`src/rtl/bomb_scheduler_if.sv`:
```
// Bomb scheduler bus: drop request inputs and per-slot bomb state outputs.
// The scheduler is the slave; the player/renderer side is the master.
interface bomb_scheduler_if #(
  parameter int unsigned NSLOTS  = 2,
  parameter int unsigned COORD_W = 10
);
  logic                       tick;
  logic                       game_en;
  logic                       drop_btn;
  logic [COORD_W-1:0]         pos_x;
  logic [COORD_W-1:0]         pos_y;
  logic                       drop_ack;
  logic                       drop_nack;
  logic [NSLOTS*COORD_W-1:0]  bomb_x;
  logic [NSLOTS*COORD_W-1:0]  bomb_y;
  logic [NSLOTS-1:0]          armed;
  logic [NSLOTS-1:0]          exploding;
  logic [NSLOTS-1:0]          visible;
  logic [NSLOTS-1:0]          explode_start;
  logic [2:0]                 active_cnt;

  modport master (
    output tick, game_en, drop_btn, pos_x, pos_y,
    input  drop_ack, drop_nack, bomb_x, bomb_y, armed, exploding, visible,
           explode_start, active_cnt
  );

  modport slave (
    input  tick, game_en, drop_btn, pos_x, pos_y,
    output drop_ack, drop_nack, bomb_x, bomb_y, armed, exploding, visible,
           explode_start, active_cnt
  );
endinterface

```
`src/rtl/bomb_scheduler.sv`:
```
// Multi-slot bomb scheduler: arbitrates drop requests into free slots and runs
// each slot's fuse/explosion countdown on the game tick.
module bomb_scheduler #(
  parameter int unsigned NSLOTS        = 2,
  parameter int unsigned FUSE_TICKS    = 96,
  parameter int unsigned EXPLODE_TICKS = 24,
  parameter int unsigned COORD_W       = 10,
  parameter int unsigned BLINK_BIT     = 3
) (
  input  logic           clk,
  input  logic           reset_n,
  bomb_scheduler_if.slave bus
);

  localparam int unsigned CNT_MAX = (FUSE_TICKS > EXPLODE_TICKS) ? FUSE_TICKS : EXPLODE_TICKS;
  localparam int unsigned CNT_W   = $clog2(CNT_MAX + 1);
  localparam int unsigned XY_W    = NSLOTS * COORD_W;
  localparam int unsigned SLOT_W  = (NSLOTS > 1) ? $clog2(NSLOTS) : 1;

  // Bit 0 doubles as the armed flag, bit 1 as the exploding flag.
  localparam logic [1:0] S_IDLE    = 2'b00;
  localparam logic [1:0] S_ARMED   = 2'b01;
  localparam logic [1:0] S_EXPLODE = 2'b10;

  logic [1:0]        r_state [NSLOTS];
  logic [CNT_W-1:0]  r_cnt   [NSLOTS];
  logic [XY_W-1:0]   r_bomb_x, r_bomb_y;
  logic              r_btn_prev, r_pending, r_ack, r_nack;
  logic [NSLOTS-1:0] r_start, r_visible;
  logic [2:0]        r_active;

  logic [1:0]        w_state_nxt [NSLOTS];
  logic [CNT_W-1:0]  w_cnt_nxt   [NSLOTS];
  logic [XY_W-1:0]   w_bomb_x_nxt, w_bomb_y_nxt;
  logic              w_pending_nxt, w_ack_nxt, w_nack_nxt;
  logic [NSLOTS-1:0] w_start_nxt, w_visible_nxt;
  logic [2:0]        w_active_nxt;
  logic              w_free, w_dup, w_rise;
  logic [SLOT_W-1:0] w_free_idx;

  // Next-state: slot countdowns, allocation, pending request and pulses.
  always_comb begin
    for (int i = 0; i < NSLOTS; i++) begin
      w_state_nxt[i] = r_state[i];
      w_cnt_nxt[i]   = r_cnt[i];
    end
    w_bomb_x_nxt  = r_bomb_x;
    w_bomb_y_nxt  = r_bomb_y;
    w_pending_nxt = r_pending;
    w_ack_nxt     = 1'b0;
    w_nack_nxt    = 1'b0;
    w_start_nxt   = '0;
    w_visible_nxt = '0;
    w_active_nxt  = 3'd0;
    w_free        = 1'b0;
    w_free_idx    = '0;
    w_dup         = 1'b0;
    w_rise        = bus.drop_btn & ~r_btn_prev;

    // Free-slot search and duplicate check look only at the pre-tick state.
    for (int i = 0; i < NSLOTS; i++) begin
      if (r_state[i] != S_IDLE) w_active_nxt = w_active_nxt + 3'd1;
      if (!w_free && r_state[i] == S_IDLE) begin
        w_free     = 1'b1;
        w_free_idx = SLOT_W'(i);
      end
      if (r_state[i] == S_ARMED &&
          r_bomb_x[i*COORD_W +: COORD_W] == bus.pos_x &&
          r_bomb_y[i*COORD_W +: COORD_W] == bus.pos_y) w_dup = 1'b1;
    end

    if (!bus.game_en) begin
      for (int i = 0; i < NSLOTS; i++) begin
        w_state_nxt[i] = S_IDLE;
        w_cnt_nxt[i]   = '0;
      end
      w_pending_nxt = 1'b0;
    end else begin
      if (bus.tick) begin
        for (int i = 0; i < NSLOTS; i++) begin
          case (r_state[i])
            S_ARMED: begin
              if (r_cnt[i] == CNT_W'(1)) begin
                w_state_nxt[i] = S_EXPLODE;
                w_cnt_nxt[i]   = CNT_W'(EXPLODE_TICKS);
                w_start_nxt[i] = 1'b1;
              end else begin
                w_cnt_nxt[i] = r_cnt[i] - CNT_W'(1);
              end
            end
            S_EXPLODE: begin
              if (r_cnt[i] == CNT_W'(1)) begin
                w_state_nxt[i] = S_IDLE;
                w_cnt_nxt[i]   = '0;
              end else begin
                w_cnt_nxt[i] = r_cnt[i] - CNT_W'(1);
              end
            end
            default: ;
          endcase
        end
        if (r_pending) begin
          w_pending_nxt = 1'b0;
          if (w_free && !w_dup) begin
            w_ack_nxt = 1'b1;
            for (int i = 0; i < NSLOTS; i++) begin
              if (SLOT_W'(i) == w_free_idx) begin
                w_state_nxt[i] = S_ARMED;
                w_cnt_nxt[i]   = CNT_W'(FUSE_TICKS);
                w_bomb_x_nxt[i*COORD_W +: COORD_W] = bus.pos_x;
                w_bomb_y_nxt[i*COORD_W +: COORD_W] = bus.pos_y;
              end
            end
          end else begin
            w_nack_nxt = 1'b1;
          end
        end
      end
      // An edge landing on the consuming tick is dropped: one drop per tick.
      if (!(bus.tick && r_pending) && w_rise) w_pending_nxt = 1'b1;
    end

    for (int i = 0; i < NSLOTS; i++)
      w_visible_nxt[i] = (w_state_nxt[i] == S_ARMED) && !w_cnt_nxt[i][BLINK_BIT];
  end

  // State and output registers.
  always_ff @(posedge clk or negedge reset_n) begin
    if (!reset_n) begin
      for (int i = 0; i < NSLOTS; i++) begin
        r_state[i] <= S_IDLE;
        r_cnt[i]   <= '0;
      end
      r_bomb_x   <= '0;
      r_bomb_y   <= '0;
      r_btn_prev <= 1'b0;
      r_pending  <= 1'b0;
      r_ack      <= 1'b0;
      r_nack     <= 1'b0;
      r_start    <= '0;
      r_visible  <= '0;
      r_active   <= 3'd0;
    end else begin
      for (int i = 0; i < NSLOTS; i++) begin
        r_state[i] <= w_state_nxt[i];
        r_cnt[i]   <= w_cnt_nxt[i];
      end
      r_bomb_x   <= w_bomb_x_nxt;
      r_bomb_y   <= w_bomb_y_nxt;
      r_btn_prev <= bus.drop_btn;
      r_pending  <= w_pending_nxt;
      r_ack      <= w_ack_nxt;
      r_nack     <= w_nack_nxt;
      r_start    <= w_start_nxt;
      r_visible  <= w_visible_nxt;
      r_active   <= w_active_nxt;
    end
  end

  for (genvar g = 0; g < NSLOTS; g++) begin : g_slot_out
    assign bus.armed[g]     = r_state[g][0];
    assign bus.exploding[g] = r_state[g][1];
  end

  assign bus.drop_ack      = r_ack;
  assign bus.drop_nack     = r_nack;
  assign bus.bomb_x        = r_bomb_x;
  assign bus.bomb_y        = r_bomb_y;
  assign bus.visible       = r_visible;
  assign bus.explode_start = r_start;
  assign bus.active_cnt    = r_active;

endmodule

```
`src/flat_wrapper.sv`:
```
// flat-port wrapper written by rule: the top's interface ports become plain ports
module bomb_scheduler_flat 
#(
  parameter int unsigned NSLOTS        = 2,
  parameter int unsigned FUSE_TICKS    = 96,
  parameter int unsigned EXPLODE_TICKS = 24,
  parameter int unsigned COORD_W       = 10,
  parameter int unsigned BLINK_BIT     = 3
)
  (clk, reset_n, bus_tick, bus_game_en, bus_drop_btn, bus_pos_x, bus_pos_y, bus_drop_ack, bus_drop_nack, bus_bomb_x, bus_bomb_y, bus_armed, bus_exploding, bus_visible, bus_explode_start, bus_active_cnt);
  bomb_scheduler_if #(.NSLOTS(NSLOTS), .COORD_W(COORD_W)) bus_i ();
  input  logic clk;
  input  logic reset_n;
  input wire logic [$bits(bus_i.tick)-1:0] bus_tick;
  input wire logic [$bits(bus_i.game_en)-1:0] bus_game_en;
  input wire logic [$bits(bus_i.drop_btn)-1:0] bus_drop_btn;
  input wire logic [$bits(bus_i.pos_x)-1:0] bus_pos_x;
  input wire logic [$bits(bus_i.pos_y)-1:0] bus_pos_y;
  output wire logic [$bits(bus_i.drop_ack)-1:0] bus_drop_ack;
  output wire logic [$bits(bus_i.drop_nack)-1:0] bus_drop_nack;
  output wire logic [$bits(bus_i.bomb_x)-1:0] bus_bomb_x;
  output wire logic [$bits(bus_i.bomb_y)-1:0] bus_bomb_y;
  output wire logic [$bits(bus_i.armed)-1:0] bus_armed;
  output wire logic [$bits(bus_i.exploding)-1:0] bus_exploding;
  output wire logic [$bits(bus_i.visible)-1:0] bus_visible;
  output wire logic [$bits(bus_i.explode_start)-1:0] bus_explode_start;
  output wire logic [$bits(bus_i.active_cnt)-1:0] bus_active_cnt;
  assign bus_i.tick = bus_tick;
  assign bus_i.game_en = bus_game_en;
  assign bus_i.drop_btn = bus_drop_btn;
  assign bus_i.pos_x = bus_pos_x;
  assign bus_i.pos_y = bus_pos_y;
  assign bus_drop_ack = bus_i.drop_ack;
  assign bus_drop_nack = bus_i.drop_nack;
  assign bus_bomb_x = bus_i.bomb_x;
  assign bus_bomb_y = bus_i.bomb_y;
  assign bus_armed = bus_i.armed;
  assign bus_exploding = bus_i.exploding;
  assign bus_visible = bus_i.visible;
  assign bus_explode_start = bus_i.explode_start;
  assign bus_active_cnt = bus_i.active_cnt;
  bomb_scheduler #(.NSLOTS(NSLOTS), .FUSE_TICKS(FUSE_TICKS), .EXPLODE_TICKS(EXPLODE_TICKS), .COORD_W(COORD_W), .BLINK_BIT(BLINK_BIT)) u_core (.clk(clk), .reset_n(reset_n), .bus(bus_i));
endmodule
```
`config.mk`:
```
export PLATFORM = sky130hd
export DESIGN_NAME = bomb_scheduler_flat
export DESIGN_NICKNAME = d
export VERILOG_FILES = /design/src/rtl/bomb_scheduler_if.sv /design/src/rtl/bomb_scheduler.sv /design/src/flat_wrapper.sv
export SDC_FILE = /design/constraint.sdc
export NUM_CORES = 1
export LEC_CHECK = 0
export BUFFER_PORTS_ARGS = -buffer_cell sky130_fd_sc_hd__buf_4
export CAP_MARGIN = 0
export CORE_ASPECT_RATIO = 1.2
export CORE_UTILIZATION = 54
export CTS_CLUSTER_DIAMETER = 50
export CTS_CLUSTER_SIZE = 28
export DETAILED_ROUTE_END_ITERATION = 6
export GPL_TIMING_DRIVEN = 1
export PLACE_DENSITY_LB_ADDON = 0.25
export SYNTH_ARGS = -nofsm -noshare
export SYNTH_HDL_FRONTEND = slang
export SYNTH_SLANG_ARGS = --single-unit
```
`constraint.sdc`:
```
create_clock -name clk -period 2.4 [get_ports clk]
set_input_delay 0.12 -clock clk [delete_from_list [all_inputs] [get_ports clk]]
set_output_delay 0.12 -clock clk [all_outputs]
set_load 0.01 [all_outputs]
```
==> summary.txt <==
Global route
  • GRT overflow: 0
  • Vias in the first global route: 2785
  • Initial antenna violation count: 0
  • Tot GR Track Use: 0.255
  • Global-route wire length before repair: 13700 µm
  • Largest net degree at the start of global routing: 69

Worst setup path
  • Critical path class: register to register
  • Crit-path cells: xor2_2, nor4_2, nand4_1, nor4_4, nor3_2, nand2_2, clkbuf_16, mux2_2
  • WP depth: 8
  • Slowest Stage Delay on Critical Path: 0.40 ns
  • Worst EP required: 2.63 ns
  • Origin of the worst setup path: u_core.bus.bomb_y[1]
  • R2r setup slk: -0.04 ns
  • CP max stage cell: dfrtp_1
  • Worst setup path endpoint: u_core.bus.bomb_y[13]
  • Worst setup SP type: register
  • CP endpoint kind: register
  • Family with the most delay on the worst path: simple AND/OR/NAND/NOR gates
  • FF-to-FF Start: u_core.bus.bomb_y[1]
  • R2R Path End: u_core.bus.bomb_y[13]
  • WP data arrival: 2.67 ns
  • Max FO, Critical Path: 11
  • Buf/Inv on CP: 1
  • FF-to-FF path depth: 8

Floorplan
  • Full die area: 0.00699 mm²
  • Core Region: 0.00645 mm²
  • Die height: 91.4 µm
  • Top Ports: 78
  • Core Rows: 32
  • Initial core utilization: 0.558
  • Die Wd: 76.5 µm

STA
  • Final critical-path required period: 2.44 ns
  • Final period utilization: 1.02
  • Max Slew Vio Count: 0
  • Setup_tns: -0.260 ns
  • Tightest Pin Transition: 0.878 ns
  • Clk_skew: 0.00800 ns
  • Setup violators final: 9
  • Max Clk Rate: 410 MHz
  • Worst setup margin: -0.0375 ns
  • Max-Slew Margin vs Limit: 0.415
  • Final hold violation count: 0
  • RSZ-0062 raised after global routing: yes
  • Final hold slack: 0.0465 ns

Detailed routing
  • DR WL met2: 4690 µm
  • DRC viols: 0
  • DRT Pass-1 Iters: 4
  • Highest routed layer: met4
  • First-iteration detailed-routing DRC count: 155
  • Metal3 WL: 508 µm
  • WL/cell: 17.4 µm
  • Via count: 2816
  • Total wire length: 8890 µm
  • Post-route ant nets: 0
  • Met1 WL: 3610 µm
  • Vias/cell: 5.52

Clock network
  • Root Buffer Master: clkbuf_8
  • CTS tree: yes
  • Clock buffer depth: 2
  • Clock Latency Late Sink: 0.35 ns
  • CTS sink cnt: 68
  • Clock-pin slew on the worst setup and hold paths: 0.07 ns
  • Clock H-tree levels: 3
  • CTS buffer count: 9

Cells and area
  • Multi-input logic area: 0.00188 mm²
  • Share of cells above drive strength 1: 0.384
  • Layout area overhead: 32.7%
  • Filler cell count: 457
  • Final design area excluding fillers: 0.00477 mm²
  • Most common cell after layout, fill and taps aside: buf_4
  • Storage cell area: 0.00170 mm²
  • Layout Nets: 457
  • Utilization after layout: 0.740
  • Antenna diode count: 0
  • Commonest non-fill, non-tap cells in the layout: buf_4, dfrtp_1, mux2_2

Placement
  • Final estimated routing congestion in global placement: 0.888
  • Port Buffers: 76
  • Hpwl dp: 5980 µm
  • DP Worst Slack: -0.0505 ns
  • Placed Area: 0.00433 mm²

Power and ir drop
  • Leakage: 2.33 nW
  • Pwr Density: 712 mW/mm²
  • VDD IR max: 0.000477 V

Synthesis
  • Synth Register Bits: 68
  • Syn. warnings: 0
  • Synth unique cells: 44
  • Sequential fraction of the synthesis area: 0.473
  • Post-synth EDFFs: 0
  • Post-synth net total: 362
  • Async SR Flop Fraction: 1.00
  • Syn Area/Cell: 11.1 µm²
  • Top_reg_cell synth: dfrtp_1
  • Mapped Area: 0.00360 mm²
  • Top-area cell type share of the netlist area: 0.473
  • Cell accounting for the most synthesized area: dfrtp_1
  • Synth top area cells: dfrtp_1, mux2_2, xnor2_1
  • Gate Count Post-Synth: 325

Hold path
  • Path type of the worst min-delay path: input port to register

Outcome
  • Status: finished with violations
  • Failing checks: negative setup slack

Job
  • Maximum Capacitance Violations: 0
-- worst min-delay path by stage --
stage | slack (ns) | cells past startpoint | start | end
final | 0.05 | 2 | bus_pos_x[1] | u_core.bus.bomb_x[11]
after global routing | 0.04 | 2 | bus_pos_y[6] | u_core.bus.bomb_y[6]
after CTS | 0.04 | 2 | bus_pos_y[1] | u_core.bus.bomb_y[11]
after detailed placement | 0.26 | 1 | bus_drop_btn | u_core.r_btn_prev
after global placement | 0.26 | 1 | bus_drop_btn | u_core.r_btn_prev
after floorplan | -0.18 | 0 | reset_n | u_core.bus.active_cnt[0]
-- metal layers --
metal	vias to the layer above	global-route usage
li1	1338	-
met1	1381	0.312
met2	90	0.430
met3	7	0.0623
met4	0	0.0994
met5	-	0
-- per-stage QoR --
step	cells	total power, mW
2_1_floorplan	325	1.77
3_3_place_gp	487	2.10
3_5_place_dp	487	2.12
4_1_cts	505	3.38
5_1_grt	510	3.53
6_report	510	3.40
-- power by group --
part | internal (mW) | switching [mW] | total [mW] | leakage, nW
sequential | 1.28 | 0.131 | 1.41 | 0.907
combinational | 0.409 | 0.334 | 0.743 | 1.29
clock | 0.805 | 0.441 | 1.25 | 0.136
-- worst register-to-register path, delay by kind of cell, from the launching register on --
kind | cells | cell delay (ns)
buffers and inverters | 1 | 0.21
AND/OR/NAND/NOR | 5 | 1.23
flip-flops | 1 | 0.40
multiplexers | 1 | 0.33
XOR/XNOR | 1 | 0.16
-- Yosys cell counts, types with 2 or more instances --
library cell and instances:
a21o_1 4, nand4_1 7, nor3_2 2, buf_4 3
and2_1 4, ha_1 12, a22oi_1 4, dfrtp_1 68
xnor2_1 28, and3_1 5, buf_2 2, a211oi_1 2
o21a_1 2, mux2_2 40, nor3b_1 3, nand3b_1 5
or3_1 3, nor2_1 11, inv_1 13, clkbuf_1 6
a21oi_1 6, nand2b_1 2, nor2b_1 6, nand2_1 18
xor2_1 14, nor3_1 5, or2_2 2, nand3_1 12
nor4_1 7, o21ai_0 15
-- state kept, by name, summed over array words and instances, names as in the netlist --
name                      cells
u_core.bus.visible            2
u_core.bus.armed              2
u_core.r_pending              1
u_core.bus.bomb_x            20
u_core.r_cnt                 14
u_core.bus.active_cnt         2
u_core.bus.drop_nack          1
u_core.bus.explode_start      2
u_core.bus.drop_ack           1
u_core.r_btn_prev             1
u_core.bus.exploding          2
u_core.bus.bomb_y            20
-- cell families (layout without fill, tap and decap cells) --
family,count (synthesis),in the layout,share of synthesized area
xor gates and xnor gates,42,42,0.102
and+or+nand+nor,96,96,0.152
adders and majority gates,12,12,0.0418
AOI/OAI and AO/OA,42,42,0.0755
other,1,1,0.00104
DFF,68,68,0.473
muxes,40,40,0.125
buffers and inverters,24,124,0.0289
-- cell type report --
class / count / share of cell area
multi-input cells: 233 / 0.394
flip-flops and latches: 68 / 0.357
repair buffers: 95 / 0.160
clock buffers: 13 / 0.0375
well taps: 85 / 0.0223
clock inverters: 3 / 0.0189
inverters: 13 / 0.0102
-- timing repair --
| action | in CTS | in global routing |
|---|---|---|
| resized for setup | 3 | 16 |
| hold buffers | 2 | 0 |
| endpoints found under the hold margin | 69 | 0 |
| pin swaps | 1 | 6 |
| endpoints found under the setup margin | 19 | 43 |
| setup buffers | 0 | 3 |
| gates cloned | 0 | 2 |
Power figures use the tool's default switching activity.
